--- src/rtl/hazard_load_multi_pkg.sv ---
// Shared types and limits for the load-use hazard unit.
// Latency: n/a (declarations only).
// Backpressure: n/a.
//
// Contents: default register-specifier width, the deepest supported load
// latency, and the {valid, dst} record kept for every in-flight load.
package hazard_pkg;

    localparam int REG_W_DEFAULT = 3;
    localparam int MAX_LOAD_LAT  = 4;

    // One in-flight load: dst is the destination register, valid is set
    // only when the instruction really was a register-writing load.
    typedef struct packed {
        logic                     valid;
        logic [REG_W_DEFAULT-1:0] dst;
    } load_track_t;

endpackage

--- src/rtl/hazard_load_multi_if.sv ---
// Bundle between the decode-stage hazard unit and the pipeline it controls.
// Latency: n/a (wires only).
// Backpressure: memBusy freezes the pipe; writePc/writeIfId hold the front end.
//
// modport slave  : the hazard unit (reads pipeline state, drives enables).
// modport master : the pipeline side (drives state, obeys enables).
// loadStallCycles/memStallCycles are only live with HAZARD_PERF_EN.
interface hazard_load_multi_if #(
    parameter int REG_W = hazard_pkg::REG_W_DEFAULT,
    parameter int CNT_W = 16
);
    // ID/EX producer
    logic             MemReadIdEx;
    logic [REG_W-1:0] writeRegIdEx;
    logic             writeRegValidIdEx;
    // IF/ID consumer
    logic [REG_W-1:0] RsIfId;
    logic [REG_W-1:0] RtIfId;
    logic             RsValidIfId;
    logic             RtValidIfId;
    // pipeline conditions
    logic             memBusy;
    logic             flushIfId;
    // controls back to the pipeline
    logic             writePc;
    logic             writeIfId;
    logic             controlZeroIdEx;
    logic             pipeFreeze;
    logic [CNT_W-1:0] loadStallCycles;
    logic [CNT_W-1:0] memStallCycles;

    modport slave (
        input  MemReadIdEx, writeRegIdEx, writeRegValidIdEx,
        input  RsIfId, RtIfId, RsValidIfId, RtValidIfId,
        input  memBusy, flushIfId,
        output writePc, writeIfId, controlZeroIdEx, pipeFreeze,
        output loadStallCycles, memStallCycles
    );

    modport master (
        output MemReadIdEx, writeRegIdEx, writeRegValidIdEx,
        output RsIfId, RtIfId, RsValidIfId, RtValidIfId,
        output memBusy, flushIfId,
        input  writePc, writeIfId, controlZeroIdEx, pipeFreeze,
        input  loadStallCycles, memStallCycles
    );

endinterface

--- src/rtl/hazard_load_multi_load_track_pipe.sv ---
// Shift register of in-flight load records (slots 1..DEPTH past ID/EX).
// Latency: one clk per slot; slot index k holds the load k+1 cycles past ID/EX.
// Backpressure: hold=1 freezes every slot; no shifting, nothing dropped.
//
// Ports: clk, rst (sync, active high), hold, slot_in (record entering
// slot 1), slots[] (all stored records, exposed for comparison).
// DEPTH=0 builds no storage and returns a single all-invalid slot.
module load_track_pipe #(
    parameter type T     = hazard_pkg::load_track_t,
    parameter int  DEPTH = 0
) (
    input  logic clk,
    input  logic rst,
    input  logic hold,
    input  T     slot_in,
    output T     slots [(DEPTH > 0) ? DEPTH : 1]
);

    if (DEPTH == 0) begin : g_none
        assign slots[0] = '0;
        wire unused_in = ^{clk, rst, hold, slot_in};
    end else begin : g_pipe
        T slot_q [DEPTH];
        T slot_d [DEPTH];

        always_comb begin
            slot_d = slot_q;
            if (!hold) begin
                slot_d[0] = slot_in;
                for (int k = 1; k < DEPTH; k++) begin
                    slot_d[k] = slot_q[k-1];
                end
            end
        end

        always_ff @(posedge clk) begin
            if (rst) begin
                for (int k = 0; k < DEPTH; k++) begin
                    slot_q[k] <= '0;
                end
            end else begin
                slot_q <= slot_d;
            end
        end

        assign slots = slot_q;
    end

endmodule

--- src/rtl/hazard_load_multi.sv ---
// Decode-stage load-use hazard unit for loads of 1..4 cycles latency.
// Latency: all controls are combinational from the current inputs (0 cycles).
// Backpressure: memBusy freezes the whole pipe; a hazard stalls PC/IF-ID only.
//
// Ports: clk, rst (sync, active high), hz (hazard_load_multi_if.slave).
// Optional macro HAZARD_PERF_EN builds saturating stall counters; without it
// loadStallCycles/memStallCycles read 0 and no counter flops exist.
module hazard_load_multi
    import hazard_pkg::*;
#(
    parameter int REG_W    = REG_W_DEFAULT,
    parameter int LOAD_LAT = 1,
    parameter int CNT_W    = 16
) (
    input  logic                clk,
    input  logic                rst,
    hazard_load_multi_if.slave  hz
);

    // An out-of-range latency fails elaboration on an undefined module.
    if (LOAD_LAT < 1 || LOAD_LAT > MAX_LOAD_LAT) begin : g_bad_load_lat
        illegal_load_lat_parameter u_bad ();
    end

    typedef struct packed {
        logic             valid;
        logic [REG_W-1:0] dst;
    } track_t;

    localparam int DEPTH = LOAD_LAT - 1;
    localparam int NSLOT = (DEPTH > 0) ? DEPTH : 1;

    track_t slot0;
    track_t slots [NSLOT];
    logic   any_match;
    logic   is_hazard;

    function automatic logic hits(input track_t t,
                                  input logic [REG_W-1:0] rs, input logic rs_v,
                                  input logic [REG_W-1:0] rt, input logic rt_v);
        return t.valid && ((t.dst == rs && rs_v) || (t.dst == rt && rt_v));
    endfunction

    // Slot 0 is the live ID/EX instruction; it is also what enters slot 1.
    // When a bubble is inserted the load itself still advances, so the
    // record is captured before ID/EX is zeroed.
    always_comb begin
        slot0.valid = hz.MemReadIdEx & hz.writeRegValidIdEx;
        slot0.dst   = hz.writeRegIdEx;
        any_match   = hits(slot0, hz.RsIfId, hz.RsValidIfId,
                           hz.RtIfId, hz.RtValidIfId);
        for (int k = 0; k < DEPTH; k++) begin
            any_match = any_match | hits(slots[k], hz.RsIfId, hz.RsValidIfId,
                                         hz.RtIfId, hz.RtValidIfId);
        end
        // A frozen pipe issues no bubble; the stall resumes when memBusy drops.
        is_hazard = any_match & ~hz.flushIfId & ~hz.memBusy;
    end

    load_track_pipe #(
        .T     (track_t),
        .DEPTH (DEPTH)
    ) u_track (
        .clk     (clk),
        .rst     (rst),
        .hold    (hz.memBusy),
        .slot_in (slot0),
        .slots   (slots)
    );

    // With LOAD_LAT=1 the stored slot is a constant and never compared.
    wire unused_slots = ^slots[0];

    assign hz.writePc         = ~(is_hazard | hz.memBusy);
    assign hz.writeIfId       = ~(is_hazard | hz.memBusy);
    assign hz.controlZeroIdEx = is_hazard;
    assign hz.pipeFreeze      = hz.memBusy;

`ifdef HAZARD_PERF_EN
    logic [CNT_W-1:0] load_cnt_q, load_cnt_d;
    logic [CNT_W-1:0] mem_cnt_q,  mem_cnt_d;

    always_comb begin
        load_cnt_d = load_cnt_q;
        mem_cnt_d  = mem_cnt_q;
        if (is_hazard && !(&load_cnt_q)) begin
            load_cnt_d = load_cnt_q + CNT_W'(1);
        end
        if (hz.memBusy && !(&mem_cnt_q)) begin
            mem_cnt_d = mem_cnt_q + CNT_W'(1);
        end
    end

    always_ff @(posedge clk) begin
        if (rst) begin
            load_cnt_q <= '0;
            mem_cnt_q  <= '0;
        end else begin
            load_cnt_q <= load_cnt_d;
            mem_cnt_q  <= mem_cnt_d;
        end
    end

    assign hz.loadStallCycles = load_cnt_q;
    assign hz.memStallCycles  = mem_cnt_q;
`else
    assign hz.loadStallCycles = '0;
    assign hz.memStallCycles  = '0;
`endif

endmodule

--- src/flat_wrapper.sv ---
// flat-port wrapper written by rule: the top's interface ports become plain ports
module hazard_load_multi_flat import hazard_pkg::*;
#(
    parameter int REG_W    = REG_W_DEFAULT,
    parameter int LOAD_LAT = 1,
    parameter int CNT_W    = 16
)
  (clk, rst, hz_MemReadIdEx, hz_writeRegIdEx, hz_writeRegValidIdEx, hz_RsIfId, hz_RtIfId, hz_RsValidIfId, hz_RtValidIfId, hz_memBusy, hz_flushIfId, hz_writePc, hz_writeIfId, hz_controlZeroIdEx, hz_pipeFreeze, hz_loadStallCycles, hz_memStallCycles);
  hazard_load_multi_if #(.REG_W(REG_W), .CNT_W(CNT_W)) hz_i ();
  input  logic clk;
  input  logic rst;
  input wire logic [$bits(hz_i.MemReadIdEx)-1:0] hz_MemReadIdEx;
  input wire logic [$bits(hz_i.writeRegIdEx)-1:0] hz_writeRegIdEx;
  input wire logic [$bits(hz_i.writeRegValidIdEx)-1:0] hz_writeRegValidIdEx;
  input wire logic [$bits(hz_i.RsIfId)-1:0] hz_RsIfId;
  input wire logic [$bits(hz_i.RtIfId)-1:0] hz_RtIfId;
  input wire logic [$bits(hz_i.RsValidIfId)-1:0] hz_RsValidIfId;
  input wire logic [$bits(hz_i.RtValidIfId)-1:0] hz_RtValidIfId;
  input wire logic [$bits(hz_i.memBusy)-1:0] hz_memBusy;
  input wire logic [$bits(hz_i.flushIfId)-1:0] hz_flushIfId;
  output wire logic [$bits(hz_i.writePc)-1:0] hz_writePc;
  output wire logic [$bits(hz_i.writeIfId)-1:0] hz_writeIfId;
  output wire logic [$bits(hz_i.controlZeroIdEx)-1:0] hz_controlZeroIdEx;
  output wire logic [$bits(hz_i.pipeFreeze)-1:0] hz_pipeFreeze;
  output wire logic [$bits(hz_i.loadStallCycles)-1:0] hz_loadStallCycles;
  output wire logic [$bits(hz_i.memStallCycles)-1:0] hz_memStallCycles;
  assign hz_i.MemReadIdEx = hz_MemReadIdEx;
  assign hz_i.writeRegIdEx = hz_writeRegIdEx;
  assign hz_i.writeRegValidIdEx = hz_writeRegValidIdEx;
  assign hz_i.RsIfId = hz_RsIfId;
  assign hz_i.RtIfId = hz_RtIfId;
  assign hz_i.RsValidIfId = hz_RsValidIfId;
  assign hz_i.RtValidIfId = hz_RtValidIfId;
  assign hz_i.memBusy = hz_memBusy;
  assign hz_i.flushIfId = hz_flushIfId;
  assign hz_writePc = hz_i.writePc;
  assign hz_writeIfId = hz_i.writeIfId;
  assign hz_controlZeroIdEx = hz_i.controlZeroIdEx;
  assign hz_pipeFreeze = hz_i.pipeFreeze;
  assign hz_loadStallCycles = hz_i.loadStallCycles;
  assign hz_memStallCycles = hz_i.memStallCycles;
  hazard_load_multi #(.REG_W(REG_W), .LOAD_LAT(LOAD_LAT), .CNT_W(CNT_W)) u_core (.clk(clk), .rst(rst), .hz(hz_i));
endmodule
--- config.mk ---
export PLATFORM = sky130hd
export DESIGN_NAME = hazard_load_multi_flat
export DESIGN_NICKNAME = d
export VERILOG_FILES = /design/src/rtl/hazard_load_multi_pkg.sv /design/src/rtl/hazard_load_multi_if.sv /design/src/rtl/hazard_load_multi_load_track_pipe.sv /design/src/rtl/hazard_load_multi.sv /design/src/flat_wrapper.sv
export SDC_FILE = /design/constraint.sdc
export NUM_CORES = 1
export LEC_CHECK = 0
export BUFFER_PORTS_ARGS = -buffer_cell sky130_fd_sc_hd__buf_2
export CAP_MARGIN = 20
export CORE_AREA = 2 2 39 41
export DETAILED_ROUTE_END_ITERATION = 16
export DIE_AREA = 0 0 41 43
export PLACE_DENSITY = 0.76
export RECOVER_POWER = 25
export SLEW_MARGIN = 20
export SYNTH_ARGS = -nofsm -noshare
export SYNTH_HDL_FRONTEND = slang
export SYNTH_HIERARCHICAL = 1
export SYNTH_SLANG_ARGS = --single-unit
--- constraint.sdc ---
create_clock -name vclk -period 2.7
set_clock_uncertainty 0.2 [all_clocks]
set_input_delay 0.405 -clock vclk [all_inputs]
set_output_delay 0.405 -clock vclk [all_outputs]
set_load 0.05 [all_outputs]
; ---- Word-level counts from Yosys, hierarchy flattened
; Index checks and enable logic that the tools add are counted.
[classes]
bitwise_logic = 7
n_reduce_logical = 4
n_eq_ne = 2
[ops]
columns = op, n
row1 = $eq 3x3->1, 2
row2 = $and 1x1->1, 3
row3 = $logic_and 1x1->1, 3
row4 = $not 1->1, 3
row5 = $logic_or 1x1->1, 1
row6 = $or 1x1->1, 1
[totals]
register_bits = 0

; ---- Longest topological paths before layout
; Gate-level depths: netlist of the first run.
[depth]
ltp_word = 8
depth_mapped = 5
mapped_depth_nobuf = 4

; ---- Worst setup path after synthesis of the first run
; No wires, ideal clock.
[synth_path]
path_type = input-to-output
from = in hz_RtIfId[1]
to = out hz_writePc
required_ps = 2095
path_stages = 5
path_buffers = 1
slack_ps = 398
arrival_time_ps = 1697
path_cell_list = xnor2_1 nand4_1 a211oi_2 nor2_1 buf_4
[synth_between]
elab_chain_cells = 8
[synth_rtl]
columns = element, line
row1 = "start, declared", flat_wrapper.sv:16  ; input wire logic [$bits(hz_i.RtIfId)-1:0] hz_RtIfId;
row2 = $eq 3x3->1, hazard_load_multi.sv:41  ; return t.valid && ((t.dst == rs && rs_v) || (t.dst == rt && rt_v));
row3 = $logic_and 1x1->1, hazard_load_multi.sv:41
row4 = $logic_or 1x1->1, hazard_load_multi.sv:41
row5 = $logic_and 1x1->1, hazard_load_multi.sv:41
row6 = $and 1x1->1 (2 in series), hazard_load_multi.sv:57  ; is_hazard = any_match & ~hz.flushIfId & ~hz.memBusy;
row7 = $or 1x1->1, --
row8 = $not 1->1, --
row9 = "end, declared", flat_wrapper.sv:21  ; output wire logic [$bits(hz_i.writePc)-1:0] hz_writePc;
; Every way passes these cells.

; ---- Worst setup path after layout of the first run
[layout_path]
from = in hz_writeRegIdEx[2]
to = out hz_controlZeroIdEx
[layout_between]
elab_chain_cells = 6
[layout_rtl]
columns = element, line
row1 = "start, declared", flat_wrapper.sv:13  ; input wire logic [$bits(hz_i.writeRegIdEx)-1:0] hz_writeRegIdEx;
row2 = $eq 3x3->1, hazard_load_multi.sv:41
row3 = $logic_and 1x1->1, hazard_load_multi.sv:41
row4 = $logic_or 1x1->1 *, hazard_load_multi.sv:41
row5 = $logic_and 1x1->1 *, hazard_load_multi.sv:41
row6 = $and 1x1->1 * (2 in series), hazard_load_multi.sv:57
row7 = "end, declared", flat_wrapper.sv:23  ; output wire logic [$bits(hz_i.controlZeroIdEx)-1:0] hz_controlZeroIdEx;
; Mark *: on every way between the ends. The rest lies on a longest branch, timed or not.

==> metrics.txt, run 1 <==
outcome=complete, no violations; antenna-violating nets left=0; crit path DAT=about 1.5 ns; via count=232; final hold violation count=0; port buffer count=19; measured slew at the worst slew-check pin=roughly 0.59 ns; syn_area_per_cell=7.454 um2; critical path fanouts, max=2; GP Congestion=around 0.62; yosys warns=6; GRT Resource Usage Total=4.995%; HP Class=input port to output pin; DP HPWL=483.8 um; Initial Util=25.32%; die height=43 um; Setup CP Type=input port to output pin; ANT cells=0; Final WS setup=0.6246 ns; DRC Markers=0; First-pass DRT Iterations=1; Mapped Cells=47; clk_buf instances=0; die area=1763 um2; Tcrit/Tclk final=76.87%; final design utilization=23.51%; final WL=481 um; register area=0 um2; number of sequential cells=0; fin crit period=2.075 ns; Hold-fix buffers, CTS=0; vias in the first global route=184; Finish-stage setup viols=0; initial antenna violation count=0; Req. time, crit path=2.10 ns; row count=14; Ports=53; Slew Viols, Final=0; final net count=82; Vias/cell=between 2 and 3; WHS=0.9449 ns; area grow syn2layout=-7.143%; WL/cell=6.089 um; die width=approximately 40 um; PD cells=409.2 nW/um2; leak pwr=approximately 0.2 nW; Netlist Area Pre-Place=350.3 um2; 1st-iter DRT viols=0; Post CTS Setup Buffer Count=0; critical path endpoint category=output pin; Place WS=around 0.6 ns; share of cells above drive strength 1=between 30% and 40%; Final TNS setup=0 ns; remaining global-route overflow=0; maximum clock rate=~480 MHz; post-CTS sizing=0; slew margin rel.=between 60 and 70%; Fillers=162; RSZ-0062 raised after global routing=no; sequential element share of the synthesized area=0%; Core Box Area=1384 um2; Peak VDD IR=98.03 uV; Netlist cell types=8; first-pass GRT wire length=648 um; max_cap viols=0; largest net degree at the start of global routing=4; Critical Path Start Type=input port
## metrics by stage
stage          cell area, um2  power (mW)  instances
3_5_place_dp            326.6      0.1327         79
3_3_place_gp            326.6      0.1319         79
2_1_floorplan           466.7      0.1551         78
4_1_cts                 326.6      0.1328         79
6_report                325.3      0.1331         79
5_1_grt                 325.3      0.1401         79
## layout make-up
| class | count | area (um2) | area share, % |
|---|---|---|---|
| multi-input combinational | 44 | 211.5 | 65.00 |
| timing repair buffer | 19 | 93.84 | 28.85 |
| tap | 16 | 20.02 | 6.154 |
## cells in the mapped netlist, drive strengths merged
cell | count | area [um2]
conb | 1 | 3.750
nor2b | 1 | 6.260
nor2 | 1 | 3.750
xnor2 | 6 | 52.55
nand4 | 2 | 12.51
nand2 | 1 | 3.750
buf | 34 | 255.2
a211oi | 1 | 12.51
## layer usage
layer	global-route usage [%]	vias to the layer above	part of all wire [%]
met5	0	-	0
met4	0	0	0
met3	0	0	18
met2	12.50	22	58
met1	3.165	98	24
li1	-	112	-
## worst max-delay path, stage by stage
cell,delay (ns)
buf_2,0.11
xnor2_1,0.17
nand4_1,0.12
a211oi_2,0.26
nor2b_1,0.14
buf_2,0.26
## power by group
group / total, mW / leakage [nW] / internal [mW] / switching, mW
Combinational: 0.133 / 0.198 / 0.0162 / 0.117
Clock: 0 / 0 / 0 / 0
Sequential: 0 / 0 / 0 / 0
Total: 0.133 / 0.198 / 0.0162 / 0.117
## path summary, 6_finish.rpt
path,from,end,slack [ns],depth (start not counted)
worst max-delay path,hz_writeRegIdEx[2],hz_controlZeroIdEx,0.62,6
worst min-delay path,hz_memBusy,hz_controlZeroIdEx,0.94,3
## layout by cell type (no fill, tap or decap), drive strengths merged
cell     n
nand2    1
nand4    2
a211oi   1
buf     18
clkbuf   1
conb    32
xnor2    6
nor2b    1
nor2     1
## cell families (layout without fill, tap and decap cells)
logic type | Yosys count | count (layout) | synth area share [%]
other | 1 | 32 | 1.070
and+or+nand+nor | 5 | 5 | 7.499
xor gates and xnor gates | 6 | 6 | 15.00
buffers and inverters | 34 | 19 | 72.86
AOI/OAI and AO/OA | 1 | 1 | 3.571
(Power assumes the default switching activity.)
==> run 2, diff against run 1 <==
ABC_AREA = 1   (was not set)
PLACE_DENSITY = 0.82   (was 0.76)
clock period = 2.1 ns   (was 2.7 ns; I/O delays follow)
==> metrics.txt, run 2 <==
initial antenna violation count=0 (unchanged); DP HPWL=620.8 um (+28%); port buffer count=19 (unchanged); fin crit period=1.724 ns; Final TNS setup=0 ns (unchanged); Vias/cell=3.219 (+9.6%); area grow syn2layout=-5.000%; largest net degree at the start of global routing=4 (unchanged); dpl cells=105 (+33%); Fillers=162 (unchanged); maximum clock rate=around 580 MHz; final non-filler cell total=105 (+33%); Min-Delay Path Depth=3 (unchanged); die height=43 um (unchanged); RSZ-0062 raised after global routing=no; area of the multi-input gates=260.3 um2 (+23%); most numerous cell in the Yosys netlist=buf_4; top cells by area, synth=buf_4 60%, nand2_1 17%, nor2_2 5.9%; top cells by count, synth=34 x buf_4, 19 x nand2_1, 6 x inv_1, 4 x nor2_2, 3 x nor2_1; yosys warns=6 (unchanged); placed cell area=405.4 um2 (+24%); measured slew at the worst slew-check pin=0.5908 ns (+0.002189 ns); commonest non-fill, non-tap cells in the layout=32 x conb_1, 19 x nand2_1, 18 x buf_2; GP Congestion=0.7826 (+26%); antenna-violating nets left=0 (unchanged); critical path fanouts, max=3 (+1); Setup CP Type=input port to output pin; DRC Markers=0 (unchanged); Ports=53 (unchanged); die area=1763 um2 (unchanged); Post CTS Setup Buffer Count=0 (unchanged); critical path startpoint=hz_writeRegIdEx[1]; commonest non-fill, non-tap cell in the layout=conb_1; share of cells above drive strength 1=31.46% (+1.3 points); Core Box Area=1384 um2 (unchanged); area leader, netlist=buf_4; Peak VDD IR=99.85 uV (+1.9%); Req. time, crit path=1.58 ns (-0.52 ns); max_cap viols=0 (unchanged); final net count=108 (+32%); min-delay src=hz_memBusy; 1st-iter DRT viols=1 (+1); PD cells=451.7 nW/um2 (+10%); die width=41 um (unchanged); clk_buf instances=0 (unchanged); HP Class=input port to output pin; slew margin rel.=60.78% (-0.15 points); Netlist cell types=10 (+2); Initial Util=30.74% (+5.4 points); Slew Viols, Final=0 (unchanged); register area=0 um2 (unchanged); leak pwr=0.2927 nW (+48%); WL/cell=6.095 um (+0.11%); row count=14 (unchanged); Synth top area share=60.00% (-13 points); crit path DAT=1.21 ns (-0.26 ns); via count=338 (+46%); Hold-fix buffers, CTS=0 (unchanged); Critical Path Start Type=input port; syn_area_per_cell=5.828 um2 (-22%); vias in the first global route=203 (+10%); Tcrit/Tclk final=82.08%; remaining global-route overflow=0 (unchanged); post-CTS sizing=0 (unchanged); fin area=404.1 um2 (+24%); sequential element share of the synthesized area=0% (unchanged); Mapped Cells=73 (+55%); ANT cells=0 (unchanged); outcome=complete, no violations; Finish-stage setup viols=0 (unchanged); final hold violation count=0 (unchanged); WHS Endpoint=hz_controlZeroIdEx; number of sequential cells=0 (unchanged); WHS=0.7777 ns (-0.1673 ns); critical path endpoint category=output pin; First-pass DRT Iterations=4 (+3); total power=0.1825 mW (+37%); Netlist Area Pre-Place=425.4 um2 (+21%); GRT Resource Usage Total=5.994% (+1.0 points); final WL=640 um (+33%); first-pass GRT wire length=800 um (+23%)
[run 2: cell types whose count changed in the layout (fill, tap and decap cells not counted)]
cell	change
nand2_2	+2
nor2_4	+1
xnor2_1	-6
a21oi_2	+1
a211oi_2	-1
nor2_1	+2
nand2_1	+18
nor2_2	+4
nand4_1	-2
inv_2	+2
nor2b_1	-1
inv_1	+6
[run 2: area by class of cell]
type,count,share of cell area (%)
tap,16,4.954
multi-input combinational,62,64.40
inverter,8,7.430
timing repair buffer,19,23.22
[run 2: critical path: stages]
cell and delay, ns:
buf_2 0.11, inv_1 0.08, nand2_1 0.07, nand2_1 0.07, nor2_2 0.03, nand2_1 0.06, nand2_1 0.07, a21oi_2 0.13
buf_2 0.27
[run 2: worst max-delay path by stage]
| stage | to | slack (ns) | cells past startpoint |
|---|---|---|---|
| floorplan | hz_writePc | 0.13 | 8 |
| global placement | hz_writeIfId | 0.41 | 9 |
| detailed placement | hz_writeIfId | 0.37 | 9 |
| CTS | hz_writeIfId | 0.37 | 9 |
| global route | hz_controlZeroIdEx | 0.29 | 10 |
| finish | hz_writeIfId | 0.38 | 9 |
[run 2: metrics by stage]
stage	worst slack [ns]	util, %
floorplan	0.1252	-
global placement	0.4057	29.29
detailed placement	0.3698	29.29
CTS	0.3664	29.29
global route	0.2859	29.20
finish	0.3764	29.20
[run 2: cell families (layout without fill, tap and decap cells)]
logic type	Yosys count	count (layout)	share of synthesized area, %
buf+inv	42	27	67.06
simple gates	29	29	30.88
other cells	1	32	0.8815
compound gates	1	1	1.175
[run 2: power breakdown]
part	switching, mW	internal, mW
registers	0	0
clock network	0	0
logic	0.161	0.0217
[run 2: routing by layer]
| layer | global-route usage (%) | part of all wire, % | wire length, um |
|---|---|---|---|
| met3 | 0 | 17 | 106 |
| met1 | 7.911 | 33 | 212 |
| met2 | 10.94 | 50 | 321 |
| met4 | 0 | 0 | 0 |
| met5 | 0 | 0 | 0 |
